===== src/rtl/drp_sensor_responder.sv =====
// DRP slave for a sensor front end: holds the latest converter sample plus two
// config registers, and answers each accepted request exactly LATENCY cycles later.
module drp_sensor_responder #(
   parameter int unsigned LATENCY   = 4,
   parameter logic [6:0]  DATA_ADDR = 7'h15
) (
   input  logic        clk,
   input  logic        rst,
   input  logic        den,
   input  logic        dwe,
   input  logic [6:0]  daddr,
   input  logic [15:0] di,
   output logic [15:0] do_out,
   output logic        drdy,
   output logic        busy,
   input  logic [11:0] sample_in,
   input  logic        sample_valid,
   output logic        eoc
);

   localparam logic [6:0] STATUS_ADDR = 7'h3F;
   localparam logic [6:0] CFG0_ADDR   = 7'h40;
   localparam logic [6:0] CFG1_ADDR   = 7'h41;
   // WAIT lasts LATENCY-1 cycles; the counter expires on its zero value.
   localparam logic [3:0] CNT_INIT = (LATENCY > 1) ? 4'(LATENCY - 2) : 4'd0;

   typedef enum logic [1:0] {IDLE, WAIT, ACK} state_t;

   state_t      r_state, w_next;
   logic [3:0]  r_cnt;
   logic [6:0]  r_addr;
   logic        r_we;
   logic [15:0] r_di;
   logic [15:0] r_rdata;
   logic        r_clr_ns;
   logic        r_clr_ov;
   logic [11:0] r_sample;
   logic [15:0] r_cfg0;
   logic [15:0] r_cfg1;
   logic        r_new_sample;
   logic        r_overrun;
   logic        r_eoc;

   logic [15:0] w_rd_val;
   logic        w_accept;
   logic        w_ovr_set;
   logic        w_ack;

   assign w_accept  = (r_state == IDLE) && den;
   assign w_ovr_set = (r_state != IDLE) && den;
   assign w_ack     = (r_state == ACK);

   always_comb begin
      w_rd_val = 16'h0000;
      if (daddr == DATA_ADDR)        w_rd_val = {r_sample, 4'b0000};
      else if (daddr == STATUS_ADDR) w_rd_val = {14'b0, r_new_sample, r_overrun};
      else if (daddr == CFG0_ADDR)   w_rd_val = r_cfg0;
      else if (daddr == CFG1_ADDR)   w_rd_val = r_cfg1;
   end

   // NOTE: every output and next-state signal gets a default first, so no latch can be inferred.
   always_comb begin
      w_next = r_state;
      drdy   = 1'b0;
      busy   = 1'b1;
      do_out = 16'h0000;
      unique case (r_state)
         IDLE: begin
            busy = 1'b0;
            if (den) w_next = (LATENCY == 1) ? ACK : WAIT;
         end
         WAIT: if (r_cnt == 4'd0) w_next = ACK;
         ACK: begin
            drdy   = 1'b1;
            do_out = r_rdata;
            w_next = IDLE;
         end
         default: w_next = IDLE;
      endcase
   end

   assign eoc = r_eoc;

   // NOTE: state uses non-blocking assignments so every register samples pre-edge values.
   always_ff @(posedge clk) begin
      if (rst) begin
         r_state      <= IDLE;
         r_cnt        <= 4'd0;
         r_addr       <= 7'd0;
         r_we         <= 1'b0;
         r_di         <= 16'h0000;
         r_rdata      <= 16'h0000;
         r_clr_ns     <= 1'b0;
         r_clr_ov     <= 1'b0;
         r_sample     <= 12'h000;
         r_cfg0       <= 16'h0000;
         r_cfg1       <= 16'h0000;
         r_new_sample <= 1'b0;
         r_overrun    <= 1'b0;
         r_eoc        <= 1'b0;
      end else begin
         r_state <= w_next;
         r_eoc   <= sample_valid;
         if (sample_valid) r_sample <= sample_in;

         if (w_accept) begin
            r_cnt    <= CNT_INIT;
            r_addr   <= daddr;
            r_we     <= dwe;
            r_di     <= di;
            r_rdata  <= dwe ? 16'h0000 : w_rd_val;
            // A flag may only be cleared if it has not been re-set since it was read.
            r_clr_ns <= !dwe && (daddr == DATA_ADDR) && !sample_valid;
            r_clr_ov <= !dwe && (daddr == STATUS_ADDR);
         end else begin
            if (r_state == WAIT && r_cnt != 4'd0) r_cnt <= r_cnt - 4'd1;
            if (sample_valid) r_clr_ns <= 1'b0;
            if (w_ovr_set)    r_clr_ov <= 1'b0;
         end

         if (sample_valid)           r_new_sample <= 1'b1;
         else if (w_ack && r_clr_ns) r_new_sample <= 1'b0;

         if (w_ovr_set)              r_overrun <= 1'b1;
         else if (w_ack && r_clr_ov) r_overrun <= 1'b0;

         if (w_ack && r_we) begin
            if (r_addr == CFG0_ADDR) r_cfg0 <= r_di;
            if (r_addr == CFG1_ADDR) r_cfg1 <= r_di;
         end
      end
   end

endmodule


===== config.mk =====
export PLATFORM = sky130hd
export DESIGN_NAME = drp_sensor_responder
export DESIGN_NICKNAME = d
export VERILOG_FILES = /design/src/rtl/drp_sensor_responder.sv
export SDC_FILE = /design/constraint.sdc
export NUM_CORES = 1
export LEC_CHECK = 0
export CORE_UTILIZATION = 48
export DETAILED_ROUTE_END_ITERATION = 16
export HOLD_SLACK_MARGIN = 0.12
export PLACE_DENSITY = 0.75
export SLEW_MARGIN = 20
export SYNTH_ARGS = -nofsm -noshare
export SYNTH_HDL_FRONTEND = slang
export SYNTH_SLANG_ARGS = --single-unit

===== constraint.sdc =====
create_clock -name clk -period 1.71 [get_ports clk]
set_input_delay 0.513 -clock clk [delete_from_list [all_inputs] [get_ports clk]]
set_output_delay 0.513 -clock clk [all_outputs]
set_load 0.02 [all_outputs]

; Word-level counts from Yosys, hierarchy flattened
; Index checks and enable logic that the tools add are counted.
[word_totals]
regBits = 95
out_inout_bits = 19
word_cells = 71
[classes]
add_sub_neg = 1
n_eq_ne = 10
muxes = 21
n_reduce_logical = 24
[ops]
columns = cell, count
row1 = $mux 16, 6
row2 = $eq 7x7->1 const B, 4
row3 = $reduce_bool 2->1, 6
row4 = $mux 1, 10
row5 = $logic_and 1x1->1, 9
row6 = $mux 2, 4
row7 = $eq 7x5->1 const B, 1
row8 = $eq 7x6->1 const B, 1
row9 = $reduce_and 2->1, 3
row10 = $logic_not 4->1, 1
row11 = $ne 2x2->1 const B, 2
row12 = $pmux 2 s2, 1
row13 = $reduce_bool 4->1, 1
row14 = $sub 4x1->4 const B, 1
row15 = $eq 2x1->1 const B, 1
row16 = $eq 2x2->1 const B, 1
row17 = $logic_not 1->1, 2
row18 = $logic_not 2->1, 1
row19 = $reduce_or 2->1, 1

; Depth between registers and ports, before layout
[logic_depth]
ltp_word = 6
mapped_depth = 6
ltp_nobuf = 6

; Least setup slack after synthesis
; OpenSTA, ideal clock, no wires.
[synth_timing]
path_kind = reg2out
from = reg r_state[1]
to = out do_out[10]
arrival_ps = 1425
required_time_ps = 1197
path_slack_ps = -228
stages_incl_launch_ff = 5
path_cell_list = dfxtp_1 nor2b_1 clkbuf_1 clkbuf_1 and2_1
[synth_via]
elab_chain_len = 2
[synth_rtl]
columns = element, line
row1 = "start, declared", 29  ; state_t r_state, w_next;
row2 = "start signal, assigned", 102  ; r_state <= w_next;
row3 = $eq 2x2->1, 67  ; unique case (r_state)
row4 = $mux 16, 67
row5 = "end, declared", 13  ; output logic [15:0] do_out,
; Every way passes these cells.

; Final worst setup path
[layout_timing]
from = reg r_state[1]
to = out do_out[0]
; The elaborated chain is that of the path after synthesis.

==> reports/metrics.yaml <==
cells_and_area:
  diodes: 0
  area_growth_pct: 32.47
  multi_input_comb_area_um2: 1813
  final_core_util_pct: 67.12
  fin_nets: 540
  seq_area_um2: 1904
  drive_gt1_share_pct: 21.23
  fillers: 594
worst_setup_path:
  crit_required_ns: 1.20
  cp_slowest_cell: "dfxtp_2"
  crit_top_cell: "buf_6"
  crit_path_max_incr_delay_ns: 0.34
  critPathBufInv: 2
  cp-end-kind: "output port"
  path_class: "flip-flop to output port"
  worst_ep_arrival_time_ns: 1.31
  cp_max_fo: 8
  crit_chain: "nor2b_4 -> buf_6 -> and2_4 -> buf_6"
  cp_top_family: "simple AND/OR/NAND/NOR gates"
  startpoint_type: "flip-flop"
floorplanning:
  row_count: 31
  die_area_um2: 8178
  start_util_pct: 50.67
  io_pins: 59
  die_y_um: 90.43
  die_x_um: 90.43
  core_area_um2: 7408
synthesis:
  ys_seq_area_share_pct: 50.67
  synth-edff-count: 0
  ys_ff_latch: 95
  async_flop_share_pct: 0
  ys_top_cells_by_area: "dfxtp_1, mux2i_1, nand2_1"
  synth_cell_types: 38
  synth-main-ff-cell: "dfxtp_1"
  syn_inst: 421
  synthesis.nets: 462
  postSynthAreaPerCell_um2: 8.916
  synth_top_area_cell: "dfxtp_1"
  yosys.area.top_type_share_pct: 50.67
  netlist_area_um2: 3754
  ys_warn_count: 0
global_route:
  overflow: 0
  track_usage_pct: 21.55
  grt_pass1_wl_um: 14070
  grt_antenna_before_repair: 0
  grt_max_degree: 62
  grt_pass1_vias: 2937
drt:
  drt-total-wl_um: 8654
  drcViolationCount: 0
  ant_nets: 0
  drtPass1Iterations: 4
  post_drt_via_cell_ratio: 5.247
  num_vias: 3164
  drt-initial-drc-count: 129
  wl_per_cell_um: 14.35
placement:
  gp_congestion: 0.8579
  post-place-ws_ns: -0.6490
  hpwl_um: 5821
  numPortBuffers: 58
clock_network:
  clk_pin_slew_ns: 0.09
  insertion_delay_ns: 0.36
  numClockSinks: 95
  cts.htree.levels: 3
  numCtsBuffers: 9
  cts_root_buf: "clkbuf_8"
  cts_tree: "yes"
  clockBufferDepth: 2
power:
  p_leak_nw: 2.074
  finalPower_mw: 4.188
  p_per_area_nw_per_um2: 842.3
  vdd_drop_max_mv: 0.4370
timing:
  max_freq_ghz: 0.5473
  setup_ws_ns: -0.1170
  setup_viol: 19
  period_share_pct: 106.8
  grt_setup_unrepaired: "yes"
  tns_ns: -1.755
  skew_ns: 0.01403
  maxSlewViolCount: 0
  hold_viol_final: 0
  period_needed_ns: 1.827
  relSlewSlack_pct: 58.97
  worst_pin_slew_ns: 0.6154
flow_run:
  maxCapViolCount: 0
min_path:
  hold_path.class: "flip-flop to flip-flop"
run_status:
  violations: "negative setup slack"
  status: "finished with violations"
cell type report:
class                           count  share of cell area (%)
Clock buffer                       10                   2.567
Clock inverter                      6                   1.032
Inverter                            4                  0.3020
Multi-Input combinational cell    293                   36.46
Sequential cell                    95                   38.30
Tap cell                           99                   2.491
Timing Repair Buffer               96                   18.85
worst reg2reg max path, cell delays in order (launching register included):
cell      delay (ns)
dfxtp_2         0.35
buf_4           0.15
or2_4           0.23
buf_4           0.14
or2_4           0.25
or3_4           0.37
a211oi_2        0.17
cells in the final DEF, fill, tap and decap left out, drive strengths merged:
cell	count
and2b	1
a211oi	1
clkinvlp	3
nand4b	1
o32ai	1
a22o	2
xnor2	1
or2	2
and2	16
nor3b	4
xor2	2
a21oi	46
a221o	12
o21ai	6
dlygate4sd2	2
a311oi	1
nor4b	1
nand4	3
nor2b	2
and4	1
dfxtp	95
mux2	1
ha	1
mux2i	44
nor2	44
clkbuf	10
or3b	1
nor3	5
nand3	3
clkdlybuf4s50	37
inv	7
buf	57
or3	2
nand2	88
and4b	1
flip-flops by register name, indices dropped and copies added (netlist names):
name	count
r_rdata	16
r_new_sample	1
eoc	1
r_clr_ov	1
r_state	2
r_overrun	1
r_addr	7
r_cnt	4
r_we	1
r_cfg0	16
r_di	16
r_cfg1	16
r_clr_ns	1
r_sample	12
metrics by stage:
stage | instances | cell area (um2) | hold WS [ns]
3_5_place_dp | 580 | 4587 | 0.4435
5_1_grt | 603 | 4972 | 0.4728
6_report | 603 | 4972 | 0.4559
3_3_place_gp | 580 | 4587 | 0.4331
2_1_floorplan | 421 | 3760 | 0.4167
4_1_cts | 599 | 4865 | 0.4553
cell families (layout without fill, tap and decap cells):
| group | Yosys count | count (layout) | share of synthesized area, % |
|---|---|---|---|
| simple gates | 175 | 175 | 21.03 |
| fa+ha+maj | 1 | 1 | 0.3333 |
| flops | 95 | 95 | 50.67 |
| xor+xnor | 3 | 3 | 0.7001 |
| buf+inv | 33 | 116 | 3.833 |
| compound gates | 69 | 69 | 11.40 |
| mux | 45 | 45 | 12.03 |
report_power, final:
part | total (mW) | internal [mW] | switching [mW]
registers | 2.33 | 2.28 | 0.0504
logic | 0.497 | 0.260 | 0.238
clock network | 1.36 | 0.550 | 0.808
total | 4.19 | 3.09 | 1.10
timing repair:
action | CTS | global route
cloned | 1 | 1
hold buffers | 0 | 0
gates resized for setup | 128 | 27
endpoints found under the setup margin | 36 | 41
endpoints found under the hold margin | 0 | 0
buffers inserted | 2 | 3
pin swaps | 4 | 13
path summary, 6_finish.rpt:
kind	start	to	slack, ns	cells past startpoint
max	r_state[1]	do_out[0]	-0.12	4
min	r_cfg1[14]	r_cfg1[14]	0.46	2
max reg2reg	r_state[0]	r_clr_ns	-0.02	6
min reg2reg	r_cfg1[14]	r_cfg1[14]	0.46	2
synthesized netlist by cell type (2+ instances only):
master,n
a22o_1,2
and2_1,16
mux2i_1,44
a21oi_1,46
xor2_1,2
buf_1,2
nand4_1,2
nor3_1,5
or3_1,2
inv_1,4
buf_2,9
clkbuf_1,16
nor2_1,44
nand3_1,3
o21ai_0,5
dfxtp_1,95
nor3b_1,4
nand2_1,88
a221o_1,12
nor2b_1,2
metal layers:
metal,track usage [%],share of wire [%],routed length [um]
met1,28.65,46,3966
met2,34.73,49,4212
met3,3.283,4.0,342
met4,9.409,1.5,132
met5,0,0,0
Note: power is estimated with default switching activity, not from simulation.
==> edit (same flow settings) <==
Re-encode `state_t` (3 states) as one-hot, 3 bits wide.
--- a/src/rtl/drp_sensor_responder.sv
+++ b/src/rtl/drp_sensor_responder.sv
@@ -24,7 +24,7 @@
    // WAIT lasts LATENCY-1 cycles; the counter expires on its zero value.
    localparam logic [3:0] CNT_INIT = (LATENCY > 1) ? 4'(LATENCY - 2) : 4'd0;
 
-   typedef enum logic [1:0] {IDLE, WAIT, ACK} state_t;
+   typedef enum logic [2:0] {IDLE = 3'b001, WAIT = 3'b010, ACK = 3'b100} state_t;
 
    state_t      r_state, w_next;
    logic [3:0]  r_cnt;
Function: no difference found for any inputs over 10 cycles, from zero or initial values and one cycle with rst high; not proved beyond that.
==> edit against the unedited design <==
The flow still finishes with violations (negative setup slack). Setup slack worse by 120 ps. Power up 4.7%. Via count down 1.6%. Design area up 3.6%. Synthesized area up 3.7%. Sequential cell count up 1. Routed wire length down 0.25%. Combinational power down 12%. Largest power group unchanged.
==> edit: results (changes against the unedited design) <==
Cells and area
  – Multi-input comb cells: 287 (-2.0%)
  – Inverters: 2 (-2)
  – Sequential share of cell area: 0.3741 (-0.008870)

Clocking
  – Setup Buffers After CTS: 3 (+1)

Synth
  – Post-synthesis xor/xnor area fraction: 0.006752 (-0.0002476)
  – Distinct cells, synth: 42 (+11%)
  – Synth Register Bits: 96 (+1.1%)
  – Top cells by count, synth: dfxtp_1, mux2i_1, nand2_1
  – Cells after Synth: 412 (-2.1%)
  – Synth Net Count: 453 (-1.9%)
  – Mux cell area share after synthesis: 0.1572 (+0.03690)

Power and ir drop
  – P_sw: 1.027 mW (-6.4%)
  – Peak VDD IR: 0.4592 mV (+5.1%)

Critical path
  – FF-to-FF End: r_cfg0[14]$_SDFFE_PP0P_
  – R2r startpoint: r_state[1]$_SDFFE_PP0P_
  – Kind of cell adding the most delay to the critical path: buffers and inverters
  – R2R setup slack: 40 ps (+60 ps)
  – R2r worst-path depth: 8 (+2)

Global route
  – M1 GR Usage: 0.2777 (-0.008810)

Placed design
  – GP Congestion: 0.7761 (-9.5%)

STA
  – Fin Clk Skew: 4.645 ps (-9.387 ps)
  – Setup ws final: -234.4 ps (-117.4 ps)
  – Final Setup Violations: 18 (-1)

Outcome
  – Failing checks: negative setup slack
  – Outcome: finished with violations
edit: how the worst max path moves through the flow:
stage                          endpoint  slack (ps)                    start
6_report                      do_out[7]        -230  r_state[1]$_SDFFE_PP0P_
5_1_grt                       do_out[7]        -280  r_state[1]$_SDFFE_PP0P_
3_3_place_gp    r_rdata[8]$_SDFFE_PP0P_        -350                      den
4_1_cts                       do_out[3]        -220  r_state[1]$_SDFFE_PP0P_
2_1_floorplan                do_out[10]         -20  r_state[2]$_SDFFE_PP0P_
3_5_place_dp   r_rdata[10]$_SDFFE_PP0P_        -400                      den
edit: power groups by stage:
| stage | registers [mW] | clock network [mW] | logic [mW] |
|---|---|---|---|
| 2_1_floorplan | 2.39 | 0 | 0.223 |
| 5_1_grt | 2.36 | 1.70 | 0.479 |
| 3_5_place_dp | 2.40 | 0 | 0.441 |
| 3_3_place_gp | 2.40 | 0 | 0.431 |
| 6_report | 2.35 | 1.60 | 0.436 |
| 4_1_cts | 2.35 | 1.63 | 0.439 |
